==> src/rtl/seg_pkg.sv <==
// seg_pkg: shared types and the hex-to-7-segment table for seg_display_scheduler.
//   state_t  : scheduler FSM states {IDLE, SHOW, GAP}
//   SEG_HEX  : gfedcba pattern per hex value 0..F
//   hex7seg  : table lookup helper
package seg_pkg;

    typedef enum logic [1:0] {IDLE, SHOW, GAP} state_t;

    localparam logic [6:0] SEG_HEX [16] = '{
        7'h3F, 7'h06, 7'h5B, 7'h4F, 7'h66, 7'h6D, 7'h7D, 7'h07,
        7'h7F, 7'h6F, 7'h77, 7'h7C, 7'h39, 7'h5E, 7'h79, 7'h71
    };

    function automatic logic [6:0] hex7seg(input logic [3:0] d);
        return SEG_HEX[d];
    endfunction

endpackage

==> src/rtl/seg_display_scheduler_if.sv <==
// seg_display_scheduler_if: requester-side bundle of the display scheduler.
//   req   : per-requester request, held until ack or withdrawn
//   digit : digit[4*i+:4] is requester i's hex value
//   ack   : one-cycle pulse when requester i's slot ran to completion
//   grant : one-hot display owner, 0 when idle or in the gap
//   busy  : scheduler is in SHOW or GAP
//   SEG   : [6:0] gfedcba segments, [7] decimal point
// master = producers, slave = scheduler.
interface seg_display_scheduler_if #(
    parameter int NREQ = 4
);
    logic [NREQ-1:0]   req;
    logic [4*NREQ-1:0] digit;
    logic [NREQ-1:0]   ack;
    logic [NREQ-1:0]   grant;
    logic              busy;
    logic [7:0]        SEG;

    modport master (output req, digit, input ack, grant, busy, SEG);
    modport slave  (input req, digit, output ack, grant, busy, SEG);
endinterface

==> src/rtl/seg_display_scheduler_rr_arbiter.sv <==
// rr_arbiter: combinational round-robin pick.
//   req : request vector
//   ptr : highest-priority index this round
//   gnt : one-hot grant to the first set req at or after ptr (wrapping), 0 if none
module rr_arbiter #(
    parameter int N  = 4,
    parameter int PW = $clog2(N)
) (
    input  logic [N-1:0]  req,
    input  logic [PW-1:0] ptr,
    output logic [N-1:0]  gnt
);
    logic          found;
    logic [PW-1:0] idx;

    always_comb begin
        gnt   = '0;
        found = 1'b0;
        idx   = '0;
        for (int i = 0; i < N; i++) begin
            idx = PW'((int'(ptr) + i) % N);
            if (!found && req[idx]) begin
                gnt[idx] = 1'b1;
                found    = 1'b1;
            end
        end
    end
endmodule

==> src/rtl/seg_display_scheduler.sv <==
// seg_display_scheduler: round-robin time-sharing of one 7-segment display.
//   clk_2   : board clock
//   reset_n : asynchronous active-low reset
//   bus     : seg_display_scheduler_if.slave (req/digit in, ack/grant/busy/SEG out)
// Each winner owns the display for HOLD_CYCLES cycles, followed by GAP_CYCLES
// blank cycles. All outputs are registered.
// Build option: define SEG_BLINK_EN to blank SEG on odd counter values in SHOW.
module seg_display_scheduler
    import seg_pkg::*;
#(
    parameter int NREQ        = 4,
    parameter int HOLD_CYCLES = 4,
    parameter int GAP_CYCLES  = 1
) (
    input  logic                    clk_2,
    input  logic                    reset_n,
    seg_display_scheduler_if.slave  bus
);
    localparam int CMAX = (HOLD_CYCLES > GAP_CYCLES) ? HOLD_CYCLES : GAP_CYCLES;
    localparam int CW   = $clog2(CMAX + 1);
    localparam int PW   = $clog2(NREQ);
    localparam logic [CW-1:0] HOLD_LD = CW'(HOLD_CYCLES - 1);
    localparam logic [CW-1:0] GAP_LD  = CW'(GAP_CYCLES - 1);
`ifdef SEG_BLINK_EN
    localparam bit BLINK = 1'b1;
`else
    localparam bit BLINK = 1'b0;
`endif

    // blank is the counter LSB for the cycle the word will be displayed in
    function automatic logic [7:0] seg_word(input logic [3:0] d, input logic dp,
                                            input logic blank);
        return (BLINK && blank) ? 8'h00 : {dp, hex7seg(d)};
    endfunction

    function automatic logic [PW-1:0] oh2idx(input logic [NREQ-1:0] oh);
        logic [PW-1:0] r;
        r = '0;
        for (int i = 0; i < NREQ; i++)
            if (oh[i]) r = r | PW'(i);
        return r;
    endfunction

    state_t          state;
    logic [CW-1:0]   cnt;
    logic [PW-1:0]   ptr;
    logic [PW-1:0]   g_idx;
    logic [3:0]      dig_q;
    logic [NREQ-1:0] ack_q, grant_q;
    logic            busy_q;
    logic [7:0]      seg_q;

    logic [NREQ-1:0] arb_gnt;
    logic [PW-1:0]   arb_idx;
    logic [3:0]      arb_dig;
    logic            do_arb;
    logic [CW-1:0]   cnt_dec;
    logic [PW-1:0]   ptr_nxt;

    rr_arbiter #(.N(NREQ), .PW(PW)) u_arb (
        .req (bus.req),
        .ptr (ptr),
        .gnt (arb_gnt)
    );

    assign arb_idx = oh2idx(arb_gnt);
    assign arb_dig = bus.digit[{arb_idx, 2'b00} +: 4];
    assign do_arb  = (|bus.req) && (state == IDLE || (state == GAP && cnt == '0));
    assign cnt_dec = cnt - CW'(1);
    assign ptr_nxt = (g_idx == PW'(NREQ - 1)) ? '0 : g_idx + PW'(1);

    always_ff @(posedge clk_2 or negedge reset_n) begin
        if (!reset_n) begin
            state   <= IDLE;
            cnt     <= '0;
            ptr     <= '0;
            g_idx   <= '0;
            dig_q   <= '0;
            ack_q   <= '0;
            grant_q <= '0;
            busy_q  <= 1'b0;
            seg_q   <= '0;
        end else begin
            ack_q <= '0;
            if (do_arb) begin
                state   <= SHOW;
                cnt     <= HOLD_LD;
                dig_q   <= arb_dig;
                g_idx   <= arb_idx;
                grant_q <= arb_gnt;
                busy_q  <= 1'b1;
                seg_q   <= seg_word(arb_dig, |(bus.req & ~arb_gnt), HOLD_LD[0]);
                // single-cycle slot: the only SHOW cycle is also the ack cycle
                if (HOLD_LD == '0) ack_q <= arb_gnt;
            end else begin
                case (state)
                    SHOW: begin
                        // withdrawal is checked first so it suppresses a pending ack
                        if (!bus.req[g_idx] || cnt == '0) begin
                            state   <= GAP;
                            ptr     <= ptr_nxt;
                            cnt     <= GAP_LD;
                            grant_q <= '0;
                            seg_q   <= '0;
                        end else begin
                            cnt   <= cnt_dec;
                            seg_q <= seg_word(dig_q, |(bus.req & ~grant_q), cnt_dec[0]);
                            // ack lands in the final (counter==0) SHOW cycle
                            if (cnt_dec == '0) ack_q <= grant_q;
                        end
                    end
                    GAP: begin
                        if (cnt == '0) begin
                            state  <= IDLE;
                            busy_q <= 1'b0;
                        end else begin
                            cnt <= cnt_dec;
                        end
                    end
                    default: begin
                        state   <= IDLE;
                        busy_q  <= 1'b0;
                        grant_q <= '0;
                        seg_q   <= '0;
                    end
                endcase
            end
        end
    end

    assign bus.ack   = ack_q;
    assign bus.grant = grant_q;
    assign bus.busy  = busy_q;
    assign bus.SEG   = seg_q;

endmodule
==> src/flat_wrapper.sv <==
// flat-port wrapper written by rule: the top's interface ports become plain ports
module seg_display_scheduler_flat import seg_pkg::*;
#(
    parameter int NREQ        = 4,
    parameter int HOLD_CYCLES = 4,
    parameter int GAP_CYCLES  = 1
)
  (clk_2, reset_n, bus_req, bus_digit, bus_ack, bus_grant, bus_busy, bus_SEG);
  seg_display_scheduler_if #(.NREQ(NREQ)) bus_i ();
  input  logic clk_2;
  input  logic reset_n;
  input wire logic [$bits(bus_i.req)-1:0] bus_req;
  input wire logic [$bits(bus_i.digit)-1:0] bus_digit;
  output wire logic [$bits(bus_i.ack)-1:0] bus_ack;
  output wire logic [$bits(bus_i.grant)-1:0] bus_grant;
  output wire logic [$bits(bus_i.busy)-1:0] bus_busy;
  output wire logic [$bits(bus_i.SEG)-1:0] bus_SEG;
  assign bus_i.req = bus_req;
  assign bus_i.digit = bus_digit;
  assign bus_ack = bus_i.ack;
  assign bus_grant = bus_i.grant;
  assign bus_busy = bus_i.busy;
  assign bus_SEG = bus_i.SEG;
  seg_display_scheduler #(.NREQ(NREQ), .HOLD_CYCLES(HOLD_CYCLES), .GAP_CYCLES(GAP_CYCLES)) u_core (.clk_2(clk_2), .reset_n(reset_n), .bus(bus_i));
endmodule
==> config.mk <==
export PLATFORM = sky130hd
export DESIGN_NAME = seg_display_scheduler_flat
export DESIGN_NICKNAME = d
export VERILOG_FILES = /design/src/rtl/seg_pkg.sv /design/src/rtl/seg_display_scheduler_if.sv /design/src/rtl/seg_display_scheduler_rr_arbiter.sv /design/src/rtl/seg_display_scheduler.sv /design/src/flat_wrapper.sv
export SDC_FILE = /design/constraint.sdc
export NUM_CORES = 1
export LEC_CHECK = 0
export ABC_AREA = 1
export BUFFER_PORTS_ARGS = -buffer_cell sky130_fd_sc_hd__buf_2
export CELL_PAD_IN_SITES_DETAIL_PLACEMENT = 1
export CELL_PAD_IN_SITES_GLOBAL_PLACEMENT = 2
export CORE_ASPECT_RATIO = 0.75
export CORE_MARGIN = 2
export CORE_UTILIZATION = 32
export DETAILED_ROUTE_END_ITERATION = 16
export PLACE_DENSITY_LB_ADDON = 0.2
export SLEW_MARGIN = 5
export SYNTH_ARGS = -nofsm -noshare
export SYNTH_HDL_FRONTEND = slang
export SYNTH_HIERARCHICAL = 1
export SYNTH_SLANG_ARGS = --single-unit
==> constraint.sdc <==
create_clock -name clk_2 -period 3.8 [get_ports clk_2]
set_input_delay 0.38 -clock clk_2 [delete_from_list [all_inputs] [get_ports clk_2]]
set_output_delay 0.38 -clock clk_2 [all_outputs]
set_load 0.02 [all_outputs]
# == After elaboration in Yosys (flattened, before gate mapping) ==
# Memory sizes are Yosys's and may differ from the RTL's.
# Cells that the tools add are included.
# op_classes
n_addsub,5
order_cmp,11
eq_ne,8
n_shift,1
muxes,54
bitwise,10
n_reduce_logical,27
# ops
operator,n
4-bit 2-to-1 mux,10
7-bit 2-to-1 mux,4
8-bit 2-to-1 mux,2
8-bit one-hot mux with 2 select lines,1
16-bit by 5-bit variable part select with 4-bit output,1
"2-bit by 3-bit less-than comparator with 1-bit output, second input constant",5
1-bit 2-to-1 mux,15
2-bit 2-to-1 mux,6
4-bit bitwise OR,3
4-bit OR reduction,3
1-bit binary-select mux with 2-bit select,5
"5-bit >= comparator, second input constant",2
4-bit NOT with 5-bit output,2
1-bit logical AND,9
3-bit 2-to-1 mux,3
4-bit AND,2
1-bit demux with 2-bit select,4
"2-bit by 1-bit >= comparator with 1-bit output, second input constant",4
4-bit NOT,2
4-bit one-hot mux with 2 select lines,1
2-bit AND reduction,4
3-bit logical NOT,2
"3-bit by 2-bit inequality test with 1-bit output, second input constant",2
3-bit one-hot mux with 2 select lines,1
other kinds (15),23
# totals
reg_bits,30
mem_bits_ro,224
inputBits,22
out_inout_bits,17
mem_count,2
# mem_list
name,words,word_bits,read_ports,rd_clocked_by_memory_dff,wr,line,source
(no name shown),16,7,1,0,0,seg_pkg.sv:15,return SEG_HEX[d];
(no name shown),16,7,1,0,0,seg_pkg.sv:15,

# == Logic depth before layout (Yosys ltp) ==
# depth
depth_word,21
mapped_depth,22
ltp_nobuf,22

# == Modules after synthesis ==
# Netlist, hierarchy kept.
# by_module_without_submodules
module,n_inst,cells_per_inst,area_per_inst_um2
seg_display_scheduler,1,289,2145.8
rr_arbiter,1,73,399.1

# == Worst setup path before layout ==
# Ideal clock, no wire load.
# synth_timing
path_kind,flip-flop to flip-flop
from,register u_core.ptr[0]
to,register u_core.seg_q[3] (netlist: u_core/bus.SEG[3])
arrival_ns,2.694
t_required_ns,3.676
slack_ns,0.982
stages_incl_launch_ff,21
n_path_buf,0
cell_sequence,dfrtp_1 inv_2 ha_1 inv_1 nand3_1 nand2_1 nand2_4 inv_2 nand3_1 nand3_1 nor2_4 nand2_1 nand3_2 nand2_4 ha_1 nand3_1 nand2_1 inv_1 nand2_1 nand3_1 nand3_1
# synth_between
word_cells_on_any_way,56
classes_between,3 x add/sub; 8 x order compare; 1 x shift; 29 x mux; 4 x bitwise; 10 x reduce/logical; 1 x memory
# synth_rtl
element,line,source
from (decl),seg_display_scheduler.sv:46,logic [PW-1:0] ptr;
from (signal assigned),seg_display_scheduler.sv:101,ptr <= ptr_nxt;
"parallel branches: the longest is 11 deep, another holds 2-bit by 3-bit less-than comparator with 1-bit output",--,
4-bit 2-to-1 mux (*),seg_display_scheduler_rr_arbiter.sv:22,if (!found && req[idx]) begin
net u_core.arb_gnt[3],seg_display_scheduler.sv:53,logic [NREQ-1:0] arb_gnt;
2-bit 2-to-1 mux (*),seg_display_scheduler.sv:40,if (oh[i]) r = r | PW'(i);
16-bit by 5-bit variable part select with 4-bit output (*),seg_display_scheduler.sv:67,"assign arb_dig = bus.digit[{arb_idx, 2'b00} +: 4];"
net u_core.arb_dig[0],seg_display_scheduler.sv:55,logic [3:0] arb_dig;
4-bit NOT with 5-bit output (not written as such) (*),seg_pkg.sv:15,
memory 16 x 7 bit (*),--,
7-bit 2-to-1 mux (not written as such) (*) (2 in a row),seg_pkg.sv:15,
8-bit 2-to-1 mux (*),seg_display_scheduler.sv:85,if (do_arb) begin
to (signal assigned),seg_display_scheduler.sv:92,"seg_q <= seg_word(arb_dig, |(bus.req & ~arb_gnt), HOLD_LD[0]);"
to (signal assigned),seg_display_scheduler.sv:107,"seg_q <= seg_word(dig_q, |(bus.req & ~grant_q), cnt_dec[0]);"
to (decl),seg_display_scheduler.sv:51,logic [7:0] seg_q;
# Mark *: on every way through the listed nets, which the timed path passes. The select of a mux whose other input is x is not followed.
# A chain may end at the register's enable or synchronous reset.

# == Final worst setup path ==
# layout_timing
from,register u_core.ptr[0]
to,register u_core.seg_q[3] (netlist: u_core/bus.SEG[3])
# layout_between
word_cells_on_any_way,56
classes_between,3 x add/sub; 8 x order compare; 1 x shift; 29 x mux; 4 x bitwise; 10 x reduce/logical; 1 x memory
# layout_rtl
element,line
"parallel branches: the longest is 11 deep, another holds 2-bit by 3-bit less-than comparator with 1-bit output",--
4-bit 2-to-1 mux (*),seg_display_scheduler_rr_arbiter.sv:22
net u_core.arb_gnt[3],seg_display_scheduler.sv:53
2-bit 2-to-1 mux (*),seg_display_scheduler.sv:40
16-bit by 5-bit variable part select with 4-bit output (*),seg_display_scheduler.sv:67
4-bit NOT with 5-bit output (not written as such) (*),seg_pkg.sv:15
memory 16 x 7 bit (*),--
7-bit 2-to-1 mux (not written as such) (*) (2 in a row),seg_pkg.sv:15
8-bit 2-to-1 mux (*),seg_display_scheduler.sv:85
# Marked as above.

==> out/metrics.cfg <==
[outcome]
outcome = completed

[logic_synthesis]
synth_area_leaders = dfrtp_1, nand2_1, ha_1
syn_area_per_cell_um2 = 7.03
synthCells = 362
yosysTopAreaCell = dfrtp_1
synth_top_area_share = 0.295
ys_ff_latch = 30
synth_nets = 406
synth_common_cells = nand2_1, nand3_1, inv_1, dfrtp_1, ha_1
synth_cell_types = 32
yosysMostFrequentCell = nand2_1
synth_edf_count = 0
synth_area_mm2 = 0.00254
synth_flop_cell = dfrtp_1
yosys_warnings = 6
postSynth.asyncResetShare = 1.00
ys_seq_area_frac = 0.295

[timing]
setup-tns-final_ns = 0
finalClockSkew_ns = 0.00925
hold_slack_ns = 0.126
rsz0062_at_grt = no
max_freq_ghz = 0.300
min_period_ns = 3.33
setup_viol = 0
worst_pin_slew_ns = 0.673
finalCritPeriodShare = 0.876
slew_violations = 0
relSlewSlack = 0.551
hold_viol = 0

[clock_tree]
post_cts_buffers = 0
numCtsBuffers = 5
cts_buffer_depth = 2
clk_pin_slew_ns = 0.06
clock_latency_ns = 0.29
holdBufCountCts = 0
clkSinkCount = 30
clock-root-buffer = clkbuf_8
tritoncts = yes
htreeDepth = 2
ctsResizeCount = 0

[detailed_routing]
antenna_left = 0
drc_errors = 0
wl_per_cell_um = 14.4
wirelength_um = 7290
vias = 2457
drt_iter0_markers = 153
firstDrtPassIters = 4
via_per_inst = 4.84

[die]
fp.dieW_um = 107
die_height_um = 81.2
initial_core_util = 0.326
row_count = 28
io_pins = 39
die_area_mm2 = 0.00869
core_region_area_mm2 = 0.00781

[global_routing]
grt-ovfl-total = 0
antenna_found_initial = 0
grt_pass1_wl_um = 12300
grt.total_usage = 0.181
grt_max_degree = 31
grt_pass1_vias = 2482

[finish]
area_growth_pct = 16.2
nets = 447
diodes = 0
drive_gt1_frac = 0.223

[critical_path]
worstSetupPathType = flop to flop
cp_max_fo = 11
critical_path_buf_inv_count = 4
slowest_stage = dfrtp_1
cp_data_required_time_ns = 3.96
start_kind = flop
cp_cell_sequence = inv_2 > ha_1 > inv_1 > nand3_1 > nand2_1 > nand2_4 > inv_2 > nand3_1 > nand3_1 > nor2_4 > nand2_1 > nand3_1 > nand2_1 > ha_1 > nand3_1 > nand2_1 > inv_1 > nand2_1 > nand3_1 > nand3_1
arrival_ns = 3.49
path_common_cell = nand3_1
cp_slowest_stage_delay_ns = 0.55
end_kind = flop
crit_family = simple AND/OR/NAND/NOR gates

[place]
post-dp-hpwl_um = 5880
io_buffers = 38
place_congestion = 0.802

[run]
drv_cap = 0

[min_path]
hold_path_class = input port to async pin

-- worst paths after layout --
| path | startpoint | end | slack (ns) | cells past startpoint |
|---|---|---|---|---|
| max | u_core/ptr[0]$_DFFE_PN0P_ | u_core/bus.SEG[3]$_DFFE_PN0P_ | 0.47 | 20 |
| min | reset_n | u_core/bus.ack[0]$_DFF_PN0_ | 0.13 | 1 |
| max reg2reg | u_core/ptr[0]$_DFFE_PN0P_ | u_core/bus.SEG[3]$_DFFE_PN0P_ | 0.47 | 20 |
| min reg2reg | u_core/bus.busy$_DFFE_PN0P_ | u_core/bus.busy$_DFFE_PN0P_ | 0.47 | 2 |
| max in group asynchronous | reset_n | u_core/bus.SEG[3]$_DFFE_PN0P_ | 3.23 | 1 |
| min in group clk_2 | u_core/bus.busy$_DFFE_PN0P_ | u_core/bus.busy$_DFFE_PN0P_ | 0.47 | 2 |
-- kinds of logic (layout without fill, tap and decap cells) --
kind of cell / after synthesis / in the layout / share of synthesized area
XOR/XNOR: 1 / 1 / 0.00344
flip-flops: 30 / 30 / 0.295
adder cells (fa/ha/maj): 22 / 22 / 0.108
buffers and inverters: 57 / 98 / 0.0880
AO/OA/AOI/OAI: 33 / 33 / 0.0762
multiplexers: 1 / 1 / 0.00442
AND/OR/NAND/NOR: 218 / 218 / 0.425
-- per-stage QoR --
stage          area, um^2  setup WS, ns  instances  utilization
2_1_floorplan        2540         0.982        362            -
3_3_place_gp         2840         0.602        501        0.364
3_5_place_dp         2840         0.496        501        0.364
4_1_cts              2960         0.465        508        0.378
5_1_grt              2960        0.0533        508        0.378
6_report             2960         0.472        508        0.378
-- sequential cells by signal (all words and copies together), names as in the netlist --
register,count
u_core/cnt,3
u_core/dig_q,4
u_core/ptr,2
u_core/bus.SEG,8
u_core/state,2
u_core/g_idx,2
u_core/bus.busy,1
u_core/bus.grant,4
u_core/bus.ack,4
-- per-layer routing --
layer / global-route usage / routed length, um / part of all wire
met1: 0.275 / 4030 / 0.55
met2: 0.269 / 3010 / 0.41
met3: 0.0329 / 229 / 0.031
met4: 0.0312 / 28 / 0.0038
met5: 0 / 0 / 0
-- layout by cell type (no fill, tap or decap), types with 4 or more instances in the layout --
| cell | instances |
|---|---|
| inv_1 | 43 |
| ha_1 | 22 |
| dfrtp_1 | 30 |
| o21ai_0 | 12 |
| clkbuf_8 | 6 |
| nand2_4 | 7 |
| nand3_1 | 48 |
| inv_2 | 9 |
| nor2_4 | 5 |
| nor2_1 | 9 |
| a21oi_1 | 5 |
| nand3_2 | 10 |
| nor3_1 | 4 |
| o22ai_1 | 6 |
| nand2_1 | 118 |
| buf_2 | 38 |
| nand2_2 | 9 |
-- cell type report --
type	count	area [um^2]
Clock buffer	6	82.6
Sequential cell	30	751
Clock inverter	1	30.0
Tap cell	105	131
Inverter	53	201
Multi-Input combinational cell	275	1570
Timing Repair Buffer	38	190
Fill cell	991	4860
Power is not shown: default switching activity piles up to over one toggle a cycle in this logic, so the estimate is an artifact.
